==> config.mk <==
export PLATFORM = sky130hd
export DESIGN_NAME = wb2axi4l_bridge
export DESIGN_NICKNAME = d
export VERILOG_FILES = /design/src/rtl/wb2axil_pkg.sv /design/src/rtl/wb2axi4l_bridge.sv
export SDC_FILE = /design/constraint.sdc
export NUM_CORES = 1
export LEC_CHECK = 0
export ABC_AREA = 1
export CAP_MARGIN = 20
export CELL_PAD_IN_SITES_DETAIL_PLACEMENT = 2
export CELL_PAD_IN_SITES_GLOBAL_PLACEMENT = 2
export CORE_MARGIN = 2
export CORE_UTILIZATION = 23
export CTS_BUF_LIST = sky130_fd_sc_hd__clkbuf_4 sky130_fd_sc_hd__clkbuf_8
export CTS_CLUSTER_DIAMETER = 150
export DETAILED_ROUTE_END_ITERATION = 7
export MAX_ROUTING_LAYER = met4
export PLACE_DENSITY = 0.86
export SYNTH_ARGS = -nofsm -noshare
export SYNTH_HDL_FRONTEND = slang
export SYNTH_SLANG_ARGS = --single-unit
==> constraint.sdc <==
create_clock -name clk_i -period 2.9 [get_ports clk_i]
set_input_delay 0.435 -clock clk_i [delete_from_list [all_inputs] [get_ports clk_i]]
set_output_delay 0.435 -clock clk_i [all_outputs]
set_load 0.05 [all_outputs]
==> src/rtl/wb2axil_pkg.sv <==
// Shared types and AXI response codes for the Wishbone to AXI4-Lite bridge.
// The FSM state enum lives here so the bridge and any wrapper agree on encodings.
package wb2axil_pkg;

    typedef enum logic [2:0] {
        IDLE,
        WR_REQ,
        WR_RESP,
        RD_REQ,
        RD_RESP
    } wb2axil_state_e;

    localparam logic [1:0] RESP_OKAY   = 2'b00;
    localparam logic [1:0] RESP_EXOKAY = 2'b01;
    localparam logic [1:0] RESP_SLVERR = 2'b10;
    localparam logic [1:0] RESP_DECERR = 2'b11;

    // Anything other than plain OKAY terminates the Wishbone cycle with err.
    function automatic logic resp_is_err(input logic [1:0] resp);
        return resp inside {RESP_EXOKAY, RESP_SLVERR, RESP_DECERR};
    endfunction

endpackage

==> src/rtl/wb2axi4l_bridge.sv <==
// Wishbone classic single-beat slave to AXI4-Lite master bridge.
// One transaction in flight; every output is driven from a register.
module wb2axi4l_bridge
    import wb2axil_pkg::*;
#(
    parameter int          ADDR_WIDTH = 32,
    parameter int          DATA_WIDTH = 32,
    parameter logic [2:0]  AXI_PROT   = 3'b000
) (
    input  logic                  clk_i,
    input  logic                  rst_ni,
    input  logic [ADDR_WIDTH-1:0] wb_adr_i,
    input  logic [DATA_WIDTH-1:0] wb_dat_i,
    input  logic [3:0]            wb_sel_i,
    input  logic                  wb_we_i,
    input  logic                  wb_cyc_i,
    input  logic                  wb_stb_i,
    output logic [DATA_WIDTH-1:0] wb_dat_o,
    output logic                  wb_ack_o,
    output logic                  wb_err_o,
    output logic [ADDR_WIDTH-1:0] m_aw_addr,
    output logic [2:0]            m_aw_prot,
    output logic                  m_aw_valid,
    input  logic                  m_aw_ready,
    output logic [DATA_WIDTH-1:0] m_w_data,
    output logic [3:0]            m_w_strb,
    output logic                  m_w_valid,
    input  logic                  m_w_ready,
    input  logic [1:0]            m_b_resp,
    input  logic                  m_b_valid,
    output logic                  m_b_ready,
    output logic [ADDR_WIDTH-1:0] m_ar_addr,
    output logic [2:0]            m_ar_prot,
    output logic                  m_ar_valid,
    input  logic                  m_ar_ready,
    input  logic [DATA_WIDTH-1:0] m_r_data,
    input  logic [1:0]            m_r_resp,
    input  logic                  m_r_valid,
    output logic                  m_r_ready
);

    wb2axil_state_e        state_q, state_d;
    logic [ADDR_WIDTH-1:0] addr_q, addr_d;
    logic [DATA_WIDTH-1:0] wdata_q, wdata_d;
    logic [DATA_WIDTH-1:0] rdata_q, rdata_d;
    logic [3:0]            strb_q, strb_d;
    logic                  aw_valid_q, aw_valid_d;
    logic                  w_valid_q, w_valid_d;
    logic                  ar_valid_q, ar_valid_d;
    logic                  b_ready_q, b_ready_d;
    logic                  r_ready_q, r_ready_d;
    logic                  ack_q, ack_d;
    logic                  err_q, err_d;
    logic                  aw_done;
    logic                  w_done;

    always_ff @(posedge clk_i or negedge rst_ni) begin
        if (!rst_ni) begin
            state_q    <= IDLE;
            addr_q     <= '0;
            wdata_q    <= '0;
            rdata_q    <= '0;
            strb_q     <= '0;
            aw_valid_q <= 1'b0;
            w_valid_q  <= 1'b0;
            ar_valid_q <= 1'b0;
            b_ready_q  <= 1'b0;
            r_ready_q  <= 1'b0;
            ack_q      <= 1'b0;
            err_q      <= 1'b0;
        end else begin
            state_q    <= state_d;
            addr_q     <= addr_d;
            wdata_q    <= wdata_d;
            rdata_q    <= rdata_d;
            strb_q     <= strb_d;
            aw_valid_q <= aw_valid_d;
            w_valid_q  <= w_valid_d;
            ar_valid_q <= ar_valid_d;
            b_ready_q  <= b_ready_d;
            r_ready_q  <= r_ready_d;
            ack_q      <= ack_d;
            err_q      <= err_d;
        end
    end

    // A channel counts as done once its valid has dropped or is handshaking now.
    assign aw_done = !aw_valid_q || m_aw_ready;
    assign w_done  = !w_valid_q || m_w_ready;

    always_comb begin
        state_d    = state_q;
        addr_d     = addr_q;
        wdata_d    = wdata_q;
        rdata_d    = rdata_q;
        strb_d     = strb_q;
        aw_valid_d = aw_valid_q;
        w_valid_d  = w_valid_q;
        ar_valid_d = ar_valid_q;
        b_ready_d  = b_ready_q;
        r_ready_d  = r_ready_q;
        ack_d      = 1'b0;
        err_d      = 1'b0;

        unique case (state_q)
            IDLE: begin
                // The ack/err guard keeps the pulse cycle from re-launching.
                if (wb_cyc_i && wb_stb_i && !ack_q && !err_q) begin
                    addr_d  = wb_adr_i;
                    wdata_d = wb_dat_i;
                    strb_d  = wb_sel_i;
                    if (wb_we_i) begin
                        state_d    = WR_REQ;
                        aw_valid_d = 1'b1;
                        w_valid_d  = 1'b1;
                    end else begin
                        state_d    = RD_REQ;
                        ar_valid_d = 1'b1;
                    end
                end
            end
            WR_REQ: begin
                if (aw_valid_q && m_aw_ready) aw_valid_d = 1'b0;
                if (w_valid_q && m_w_ready)   w_valid_d  = 1'b0;
                if (aw_done && w_done) begin
                    state_d   = WR_RESP;
                    b_ready_d = 1'b1;
                end
            end
            WR_RESP: begin
                if (m_b_valid) begin
                    state_d   = IDLE;
                    b_ready_d = 1'b0;
                    ack_d     = wb_cyc_i && !resp_is_err(m_b_resp);
                    err_d     = wb_cyc_i && resp_is_err(m_b_resp);
                end
            end
            RD_REQ: begin
                if (m_ar_ready) begin
                    state_d    = RD_RESP;
                    ar_valid_d = 1'b0;
                    r_ready_d  = 1'b1;
                end
            end
            RD_RESP: begin
                if (m_r_valid) begin
                    state_d   = IDLE;
                    r_ready_d = 1'b0;
                    rdata_d   = m_r_data;
                    ack_d     = wb_cyc_i && !resp_is_err(m_r_resp);
                    err_d     = wb_cyc_i && resp_is_err(m_r_resp);
                end
            end
            default: state_d = IDLE;
        endcase
    end

    assign wb_dat_o   = rdata_q;
    assign wb_ack_o   = ack_q;
    assign wb_err_o   = err_q;
    assign m_aw_addr  = addr_q;
    assign m_aw_prot  = AXI_PROT;
    assign m_aw_valid = aw_valid_q;
    assign m_w_data   = wdata_q;
    assign m_w_strb   = strb_q;
    assign m_w_valid  = w_valid_q;
    assign m_b_ready  = b_ready_q;
    assign m_ar_addr  = addr_q;
    assign m_ar_prot  = AXI_PROT;
    assign m_ar_valid = ar_valid_q;
    assign m_r_ready  = r_ready_q;

endmodule

# Word-level counts from Yosys, hierarchy flattened
# Index checks and enable logic that the tools add are counted.
word_totals:
  ff_bits: 110
  input_bits: 114
  out_inout_bits: 145
  word_cells: 93
op_classes:
  n_eq_ne: 19
  n_mux: 29
  n_reduce_logical: 33
op_table:
  columns: ["op", "n"]
  rows:
  - ["!= test 2 bit (second input constant)", 9]
  - ["2-to-1 mux 1 bit", 15]
  - ["2-to-1 mux 3 bit", 5]
  - ["case mux 3 bit (5 select lines)", 1]
  - ["case mux 1 bit (2 select lines)", 7]
  - ["AND reduction 4 bit", 3]
  - ["logical AND 1 bit", 10]
  - ["== test 2 bit (second input constant)", 4]
  - ["nonzero test 2 bit", 4]
  - ["== test 3 x 2 -> 1 bit (second input constant)", 2]
  - ["logical NOT 1 bit", 6]
  - ["AND reduction 3 bit", 2]
  - ["nonzero test 3 bit", 2]
  - ["AND reduction 5 bit", 1]
  - ["== test 2 x 1 -> 1 bit (second input constant)", 2]
  - ["AND reduction 2 bit", 2]
  - ["== test 3 x 1 -> 1 bit (second input constant)", 1]
  - ["== test 3 bit (second input constant)", 1]
  - ["logical NOT 3 bit", 1]
  - ["logical OR 1 bit", 2]
  - ["2-to-1 mux 2 bit", 1]

# Longest topological paths before layout
depth:
  depth_word: 6
  ltp_mapped: 10
  mapped_depth_nobuf: 8

# Worst setup path before layout
# No wires, ideal clock.
synth_path:
  path_type: "reg2reg"
  start: "register ack_q, in the netlist wb_ack_o"
  end: "register addr_q[15], in the netlist m_ar_addr[15]"
  setup_time_ps: 119
  t_arrival_ps: 1417
  required_time_ps: 2781
  setup_slack_ps: 1363
  path_stages_with_launch: 9
  path_buffers: 2
  period_less_slack_ps: 1537
  cell_sequence: "dfrtp_1 -> nor2_1 -> nand2_1 -> nor2_4 -> inv_2 -> buf_2 -> buf_6 -> nand2_1 -> nand2_1"
synth_via:
  elab_chain_len: 4
synth_lines:
  columns: ["item", "line_no", "text"]
  rows:
  - ["start: declaration", "wb2axi4l_bridge.sv:52", "logic ack_q, ack_d;"]
  - ["start signal: assignment", "wb2axi4l_bridge.sv:82", "ack_q <= ack_d;"]
  - ["logical NOT 1 bit", "wb2axi4l_bridge.sv:108", "if (wb_cyc_i && wb_stb_i && !ack_q && !err_q) begin"]
  - ["logical AND 1 bit (2 in series)", "wb2axi4l_bridge.sv:108", null]
  - ["AND reduction 2 bit (no line)", null, null]
  - ["end signal: assignment", "wb2axi4l_bridge.sv:73", "addr_q <= addr_d;"]
  - ["end: declaration", "wb2axi4l_bridge.sv:43", "logic [ADDR_WIDTH-1:0] addr_q, addr_d;"]
# No other way between the ends.
# A chain may end at the register's enable or synchronous reset.

# Worst setup path after layout
layout_path:
  start: "register addr_q[15], in the netlist m_ar_addr[15]"
  end: "output port m_ar_addr[15]"
layout_lines:
  columns: ["item", "line_no", "text"]
  rows:
  - ["end: declaration", "wb2axi4l_bridge.sv:32", "output logic [ADDR_WIDTH-1:0] m_ar_addr,"]
# No word-level cell between the ends.

==> metrics.md <==
| Metric | Value |
|---|---|
| RSZ-0062 raised after global routing | `false` |
| Initial drt markers | `95` |
| Mean Syn Cell Area | `8.53 sq um` |
| Die width | `146 um` |
| Worst-Margin Slew | `761 ps` |
| Crit end category | `output pin` |
| Nets | `872` |
| Critical-path cell list | `clkdlybuf4s50_1` |
| Most frequent cells in the layout | `nand2_1, clkdlybuf4s50_1, dfrtp_1` |
| Mapped cell area | `4610 sq um` |
| Launch point of the worst path | `m_ar_addr[15]` |
| Core area | `19600 sq um` |
| Sink Count | `110` |
| Global-route wire length before repair | `26700 um` |
| Static leakage | `0.00356 uW` |
| Crit path time final | `2090 ps` |
| Final routed DRC violation total | `0` |
| Req. time, crit path | `2470 ps` |
| R2R Setup Slk | `990 ps` |
| DPL Wire Length | `12700 um` |
| Initial Utilization | `23.5%` |
| Worst-path fanout max | `3` |
| I/O pin cnt | `259` |
| Setup Buffers After CTS | `0` |
| Max-slew headroom | `49.3%` |
| Final Hold Viols | `0` |
| Total die area | `21200 sq um` |
| Max Fclk | `0.477 GHz` |
| Wirelength per Cell | `16.3 um` |
| GRT Util Overall | `16.5%` |
| Fraction of the cycle the final worst path needs | `72.2%` |
| Root Driver | `clkbuf_8` |
| Setup tns final | `0 ps` |
| Status | `finished, final reports clean` |
| CP Depth | `1` |
| Worst path max stage delay | `850 ps` |
| DP Cell Count | `1010` |
| N_diodes | `0` |
| Vias in the first global route | `4697` |
| Via count | `4289` |
| Number of CTS-inserted buffers | `9` |
| Final WL | `16700 um` |
| Setup crit end | `m_ar_addr[15]` |
| Clock transition at path regs | `100 ps` |
| Pwr dens | `1350 nW/um^2` |
| Global route overflow | `0` |
| FF-to-FF Start | `state_q[2]` |
| Worst min path class | `reg -> reg` |
| Layout cells sized above 1 | `4.19%` |
| Num rows | `51` |
| Initial antenna violation count | `0` |
| Buffers plus inverters on the worst setup path | `1` |
| Layout fillers | `2234` |
| TritonCTS clock tree | `done` |
| Largest net degree at the start of global routing | `70` |
| Maximum VDD drop | `0.506 mV` |
| Post-Synthesis Cells | `541` |
| Post-synthesis sequential area ratio | `59.7%` |
| Layout area overhead | `60.3%` |
| Setup violators final | `0` |
| YS warnings | `0` |
| Reg2Reg Depth | `8` |
| Die Span Y | `146 um` |
| Commonest non-fill, non-tap cell in the layout | `nand2_1` |
| Setup crit start kind | `flop` |
| TritonRoute pass-1 iters | `4` |
| Depth of the CTS H-tree | `3` |
| Flops & latches, synth | `110` |
| Final setup skew | `11.4 ps` |
| Arrival time worst endpoint | `1660 ps` |
| Reg2reg end | `m_w_valid` |
| Finished Layout Cells | `1028` |
| Vias/cell | `4.17` |
| Port bufs | `252` |
| # Max-Cap Violations | `0` |
| Routed Antenna Nets | `0` |
| CTS max path bufs | `2` |
| RePlAce Congestion | `0.754` |
| Top delay family on crit path | `buffers and inverters` |
| Kind of critical path | `reg -> out` |
| Clock Latency Late Sink | `380 ps` |
| Fin. max-slew vios | `0` |
| Cell variety after synth | `22` |
| Slowest CP cell | `clkdlybuf4s50_1` |
[per-layer routing]
layer / track usage [%] / share of wire (%)
met1: 18.5 / 40
met2: 29.8 / 54
met4: 5.39 / 1.7
met3: 2.82 / 4.0
met5: - / 0
[Yosys cell counts]
library cell / count / area share [%]
nand2_1: 322 / 26
dfrtp_1: 110 / 60
buf_4: 40 / 6.5
buf_2: 17 / 1.8
inv_1: 12 / 0.98
nor2_1: 9 / 0.73
nand3_1: 7 / 0.76
inv_2: 4 / 0.33
o21ai_0: 4 / 0.43
nand4_1: 2 / 0.27
nor2_4: 2 / 0.49
o21bai_1: 2 / 0.33
a21boi_0: 1 / 0.16
a21oi_1: 1 / 0.11
buf_6: 1 / 0.24
conb_1: 1 / 0.081
nand2_2: 1 / 0.14
nand3b_1: 1 / 0.16
nor2_2: 1 / 0.14
nor3_1: 1 / 0.11
o2bb2ai_1: 1 / 0.19
or2_2: 1 / 0.14
[what timing repair did]
item,4_1_cts,5_1_grt
resized for setup,0,0
hold buffers,1,0
endpoints found under the hold margin,26,0
[how the worst min path moves through the flow]
stage                    to  slack (ps)         start  cells after the start
6_report       wb_dat_o[23]         480  wb_dat_o[23]                      2
5_1_grt        wb_dat_o[30]         500  wb_dat_o[30]                      2
4_1_cts        wb_dat_o[23]         480  wb_dat_o[23]                      2
3_5_place_dp    wb_dat_o[9]         390        rst_ni                      1
3_3_place_gp    wb_dat_o[9]         390        rst_ni                      1
2_1_floorplan  m_ar_addr[0]         140        rst_ni                      0
[power breakdown]
group | switching [uW] | total [uW] | internal [uW]
logic | 4350 | 6280 | 1930
registers | 459 | 2680 | 2220
clock network | 548 | 1020 | 473
total | 5360 | 9980 | 4620
[final cells by class]
class	instances	area, sq um	share of cell area (%)
clock buffer	12	165	2.23
sequential	110	2750	37.2
multi-input combinational	362	1420	19.2
clock inverter	4	53.8	0.728
inverter	16	60.1	0.812
tap	265	332	4.48
timing repair buffer	259	2610	35.3
[worst min-delay path, cell delays in order (launching register included)]
cell     delay (ps)
dfrtp_1         350
nand2_1          50
nand2_1          40
[sequential cells by signal (all words and copies together) (netlist names), 3 cells and up]
signal	cells
wb_dat_o	32
m_w_data	32
state_q	3
m_w_strb	4
m_ar_addr	32
[kinds of logic (layout without fill, tap and decap cells)]
logic type / Yosys count / after routing / share of synthesized area (%)
AOI/OAI and AO/OA: 9 / 9 / 1.22
other: 1 / 6 / 0.0813
buffers and inverters: 74 / 291 / 9.90
DFF: 110 / 110 / 59.7
and+or+nand+nor: 347 / 347 / 29.1
[metrics by stage]
| step | setup WS [ps] | hold slack [ps] | total power (uW) | util [%] | cell area (sq um) |
|---|---|---|---|---|---|
| after floorplan | 1360 | 139 | 6940 | - | 4630 |
| after global placement | 602 | 395 | 8870 | 36.4 | 7140 |
| after detailed placement | 545 | 395 | 9060 | 36.4 | 7140 |
| after global routing | 754 | 502 | 10500 | 37.7 | 7390 |
| final | 805 | 478 | 9980 | 37.7 | 7390 |
| after CTS | 754 | 484 | 10100 | 37.6 | 7370 |
No activity file was read; power rests on OpenSTA's default activity.
